==> src/rtl/decoder_seq_nxm.sv <==
// decoder_seq_nxm: registered N-to-M enabled decoder with valid/ready handshake and a scan sweep.
// Define DECODER_ERR_EN to add the sticky out-of-range flag (err_clr_i / err_o).
module decoder_seq_nxm #(
  parameter int INPUT_LENGTH = 4,
  parameter int NUM_OUTPUTS  = 2**INPUT_LENGTH
) (
  input  logic                    clk_i,
  input  logic                    reset_i,
  input  logic                    valid_i,
  output logic                    ready_o,
  input  logic [INPUT_LENGTH-1:0] in_i,
  input  logic                    enable_i,
  input  logic                    scan_start_i,
  output logic [NUM_OUTPUTS-1:0]  out_o,
  output logic                    valid_o,
  output logic                    busy_o,
`ifdef DECODER_ERR_EN
  output logic                    scan_done_o,
  input  logic                    err_clr_i,
  output logic                    err_o
`else
  output logic                    scan_done_o
`endif
);

  localparam int CNT_W = $clog2(NUM_OUTPUTS) + 1;
  localparam int CODE_W = INPUT_LENGTH + 1;
  localparam logic [CODE_W-1:0]      CODE_LIMIT = CODE_W'(NUM_OUTPUTS);
  localparam logic [CNT_W-1:0]       LAST_IDX   = CNT_W'(NUM_OUTPUTS - 1);
  localparam logic [NUM_OUTPUTS-1:0] STROBE0    = {{(NUM_OUTPUTS-1){1'b0}}, 1'b1};

  typedef enum logic {
    ST_RUN,
    ST_SCAN
  } state_t;

  state_t                 state_q, state_d;
  logic [CNT_W-1:0]       cnt_q, cnt_d;
  logic [NUM_OUTPUTS-1:0] out_q, out_d;
  logic                   valid_q, valid_d;
  logic                   done_q, done_d;
  logic                   accept;
  logic                   in_range;

  // Widen by one bit so NUM_OUTPUTS == 2**INPUT_LENGTH still compares unsigned and correctly.
  assign in_range = ({1'b0, in_i} < CODE_LIMIT);
  assign ready_o  = (state_q == ST_RUN) & ~scan_start_i;
  assign accept   = valid_i & ready_o;

  // NOTE: every variable gets a default before the case so no path leaves one unassigned,
  // which would otherwise infer a latch.
  always_comb begin
    state_d = state_q;
    cnt_d   = cnt_q;
    out_d   = '0;
    valid_d = 1'b0;
    done_d  = 1'b0;
    unique case (state_q)
      ST_RUN: begin
        if (scan_start_i) begin
          state_d = ST_SCAN;
          out_d   = STROBE0;
          valid_d = 1'b1;
          cnt_d   = CNT_W'(1);
        end else if (accept) begin
          valid_d = 1'b1;
          if (enable_i && in_range) out_d = STROBE0 << in_i;
        end
      end
      ST_SCAN: begin
        out_d   = STROBE0 << cnt_q;
        valid_d = 1'b1;
        if (cnt_q == LAST_IDX) begin
          done_d  = 1'b1;
          state_d = ST_RUN;
          cnt_d   = '0;
        end else begin
          cnt_d = cnt_q + CNT_W'(1);
        end
      end
      default: state_d = ST_RUN;
    endcase
  end

  // NOTE: state registers use non-blocking assignments so every flop samples pre-edge values.
  always_ff @(posedge clk_i) begin
    if (reset_i) begin
      state_q <= ST_RUN;
      cnt_q   <= '0;
      out_q   <= '0;
      valid_q <= 1'b0;
      done_q  <= 1'b0;
    end else begin
      state_q <= state_d;
      cnt_q   <= cnt_d;
      out_q   <= out_d;
      valid_q <= valid_d;
      done_q  <= done_d;
    end
  end

  assign out_o       = out_q;
  assign valid_o     = valid_q;
  assign scan_done_o = done_q;
  // The FSM is already back in RUN while the last scan strobe is shown; busy covers that strobe too.
  assign busy_o      = (state_q == ST_SCAN) | done_q;

`ifdef DECODER_ERR_EN
  logic err_q, err_d;

  always_comb begin
    err_d = err_q;
    if (err_clr_i) err_d = 1'b0;
    if (accept && enable_i && !in_range) err_d = 1'b1;
  end

  always_ff @(posedge clk_i) begin
    if (reset_i) err_q <= 1'b0;
    else         err_q <= err_d;
  end

  assign err_o = err_q;
`endif

endmodule
==> config.mk <==
export PLATFORM = sky130hd
export DESIGN_NAME = decoder_seq_nxm
export DESIGN_NICKNAME = d
export VERILOG_FILES = /design/src/rtl/decoder_seq_nxm.sv
export SDC_FILE = /design/constraint.sdc
export NUM_CORES = 1
export LEC_CHECK = 0
export BUFFER_PORTS_ARGS = -buffer_cell sky130_fd_sc_hd__buf_2
export CAP_MARGIN = 20
export CORE_UTILIZATION = 35
export CTS_BUF_LIST = sky130_fd_sc_hd__clkbuf_8
export DETAILED_ROUTE_END_ITERATION = 10
export PLACE_DENSITY_LB_ADDON = 0.05
export SYNTH_ARGS = -nofsm -noshare
export SYNTH_HDL_FRONTEND = slang
export SYNTH_SLANG_ARGS = --single-unit
==> constraint.sdc <==
create_clock -name clk_i -period 1.35 [get_ports clk_i]
set_input_delay 0.135 -clock clk_i [delete_from_list [all_inputs] [get_ports clk_i]]
set_output_delay 0.135 -clock clk_i [all_outputs]
set_load 0.1 [all_outputs]
# Word level (Yosys, flattened, before mapping)
# Cells that the tools add are included.
[word_totals] register_bits=24 latchBits=0 ram_bits=0 rom_bits=0 input_bits=9 out_inout_bits=20 wordCells=30 mem_count=0
[classes] add_sub_neg=1 multipliers=0 div=0 order_cmp=0 n_eq_ne=2 shift=2 muxes=14 bitwise_logic=5 reduce_logical=1
[ops] op="$mux W16" count=3
[ops] op="$pmux W16 S2" count=1
[ops] op="$shl A1 B4 Y16 const A" count=1
[ops] op="$shl A1 B5 Y16 const A" count=1
[ops] op="$mux W5" count=2
[ops] op="$pmux W5 S2" count=1
[ops] op="$add A5 B1 Y5 const B" count=1
[ops] op="$eq A5 B4 Y1 const B" count=1
[ops] op="$mux W1" count=5
[ops] op="$pmux W1 S2" count=2
[ops] op="$and A1 B1 Y1" count=2
[ops] op="$ne A2 B2 Y1 const B" count=1
[ops] op="$not A1 Y1" count=2
[ops] op="$reduce_or A2 Y1" count=1
[ops] op="$or A1 B1 Y1" count=1

# Depth between registers and ports, before layout
[logic_depth] ltp_word=6 ltp_mapped=5 ltp_nobuf=5

# Least setup slack after synthesis
# No wires, ideal clock.
[synth_path] kind="register to register" from="register state_q" to="register cnt_q[4]" setup_time_ps=82 t_arrival_ps=2087 required_time_ps=1268 path_slack_ps=-820 path_stages_with_launch=5 path_buffers=1 synth_period_minus_slack_ps=2170 path_cell_list="dfxtp_1 buf_4 nor2_1 a21oi_1 nor3b_1"
[synth_between] elab_chain_cells=2 word_cells_on_any_way=3 classes_between="eq/ne (1); mux (1); bitwise (1)"
[synth_rtl] element="start, declared" line="37" source="state_t state_q, state_d;"
[synth_rtl] element="start signal, assigned" line="94" source="state_q <= state_d;"
[synth_rtl] element="$not A1 Y1"
[synth_rtl] element="$pmux W5 S2 / $ne A2 B2 Y1 (equally long branches)"
[synth_rtl] element="end signal, assigned" line="95" source="cnt_q <= cnt_d;"
[synth_rtl] element="end, declared" line="38" source="logic [CNT_W-1:0] cnt_q, cnt_d;"
# Parallel ways exist; a longest one is shown, timed or not.
# A chain may end at the register's enable or synchronous reset.

# Worst setup path in the final report
[layout_path] from="register state_q" to="output port busy_o"
[layout_between] elab_chain_cells=1
[layout_rtl] element="$or A1 B1 Y1" line="106" source="assign busy_o = (state_q == ST_SCAN) | done_q;"
[layout_rtl] element="end, declared" line="16" source="output logic busy_o,"
# Every way passes these cells.

==> metrics <==
total power draw=1.39 mW; final period utilization=97.0%; global-route wire length before repair=4.13 mm; die area=3430 um2; Internal=1.01 mW; Slew Limit Fails=0; min cycle time layout=1310 ps; critical path endpoint category=primary output; Num CTS Buffers=3; data required time of the worst path=1220 ps; number of H-tree levels=1; Seq cells post-synth=24; most common library cell in the layout ignoring fill and taps=buf_2; Hold WC Path Type=primary input to flop; Setup Skew=4.67 ps; nets=167; DRT Pass-1 Iters=4; number of global-route vias before repair=954; antenna cells=0; Row Count=20; Flop pwr share=52.3%; outcome=complete, no violations; commonest non-fill, non-tap cells in the layout=buf_2 (26), dfxtp_1 (21), nor2_1 (14); share of layout cells above drive strength 1=35.3%; syn nets=134; CTS root buf=clkbuf_8; Synth async-reset ratio=0%; Synth Area per Inst=9.40 um2; placed cell areas=1380 um2; Post-synth EDFFs=0; via count=1,011; fmax=764 MHz; CTS tree=built; hpwl dp=1.88 mm; Post-Route WL=2.47 mm; Reg clk slew, reported paths=80 ps; Psw=0.387 mW; Skew-Pair Late Insertion Delay=260 ps; Starting Density=36.6%; MaxCap Viol Count=0; register area=487 um2; area delta synth->final=29.0%; DRT antenna net count=0; routed len/inst=12.7 um; PortBufs=28; Hold WS=95.4 ps; Core Region=3050 um2; fin util=47.3%; clock power share=28.8%; global route total overflow=0; crit start category=flop; Distinct cells, synth=31; Mapped Area=1120 um2; largest net degree at the start of global routing=17; gp weighted congestion=0.813; leakage power=0.579 nW; YS warnings=0; Vias/cell=5.21; worst setup path class=flop to primary output; GR Util All Layers=15.9%; DRC=0; Gate Count Post-Synth=119; RSZ-0062 raised after global routing=false; post-route cell area=1440 um2; Max transition margin=67.9%; Synth Flop Type=dfxtp_1; Ports=29; die width=58.5 um; Logic pwr share=18.9%; initial antenna violation count=0; DRT iter0 DRCs=24; Hold Fails Final Rpt=0; Least-Margin Pin Slew=485 ps; # clock sinks=24; Peak VDD IR=0.341 mV; Max FO, Critical Path=10; crit path DAT=1170 ps; power per cell area=965 nW/um2; clk buf depth=2; Seq/Total Area, Yosys=43.0%; # fillers=334; switching share of total power=27.8%; Final setup viols=0; area taken by multi-input logic gates=602 um2; Die Ht=58.5 um
==> logic make-up after synthesis <==
family | Yosys count | share of synthesized area, %
AOI/OAI and AO/OA | 24 | 15.8
adders and majority gates | 6 | 6.71
buffers and inverters | 12 | 6.26
DFF | 24 | 43.0
and+or+nand+nor | 53 | 28.3
==> critical path, stage by stage (launching register included) <==
cell and delay (ps):
dfxtp_4 360, buf_12 130, or2_4 250, buf_12 160
==> cell usage after synthesis, types with 3 or more instances <==
cell type	instances	area share, %
dfxtp_1	24	43
nor3_1	3	1.3
inv_1	4	1.3
nand2_1	6	2.0
a21oi_1	6	2.7
ha_1	6	6.7
nand4_1	4	2.2
nor2_1	15	5.0
a32oi_1	9	7.0
o21ai_0	3	1.3
nand3_1	4	1.8
nor2b_1	5	2.8
==> per-stage QoR <==
step                      TNS, ps  setup WS, ps  instances
after floorplan                 0          43.1        119
after global placement          0          20.5        191
after detailed placement        0          27.7        191
after CTS                   -32.1         -32.1        194
after global routing            0         0.383        194
final                           0          40.6        194
==> path summary, 6_finish.rpt <==
path                          from               endpoint  slack [ps]  cells after the start
max reg2reg  cnt_q[0]$_SDFFE_PP0P_    out_o[3]$_SDFF_PP0_          80                      5
min reg2reg  cnt_q[2]$_SDFFE_PP0P_  cnt_q[2]$_SDFFE_PP0P_         520                      2
max             state_q$_SDFF_PP0_                 busy_o          40                      3
min                        valid_i     valid_o$_SDFF_PP0_         100                      3
==> cell type report <==
class | count | area share (%)
Multi-Input combinational cell | 83 | 41.7
Inverter | 4 | 1.04
Sequential cell | 24 | 33.7
Tap cell | 44 | 3.82
Timing Repair Buffer | 36 | 16.8
Clock buffer | 3 | 2.86
==> sequential cells by signal (all words and copies together) (netlist names) <==
register,flops
state_q,1
out_o,16
cnt_q,5
scan_done_o,1
valid_o,1
==> power groups by stage <==
stage / registers [mW] / logic [mW] / clock network (mW)
floorplan: 0.797 / 0.125 / 0
global placement: 0.744 / 0.259 / 0
detailed placement: 0.745 / 0.259 / 0
CTS: 0.729 / 0.260 / 0.427
global route: 0.729 / 0.279 / 0.465
finish: 0.728 / 0.263 / 0.401
==> what timing repair did <==
item                       in CTS  in global routing
hold buffers                    0                  0
setup endpoints to repair       2                  5
gates resized for setup         3                  5
setup buffers                   0                  0
pin swaps                       0                  1
==> metal layers <==
layer  track usage [%]  wire [um]  vias to the layer above
met1              18.8       1110                      475
met4              7.14         35                        0
li1                  -          -                      500
met3              2.64        116                        4
met5                 0          0                        -
met2              28.1       1210                       32
No activity file was read; power rests on OpenSTA's default activity.
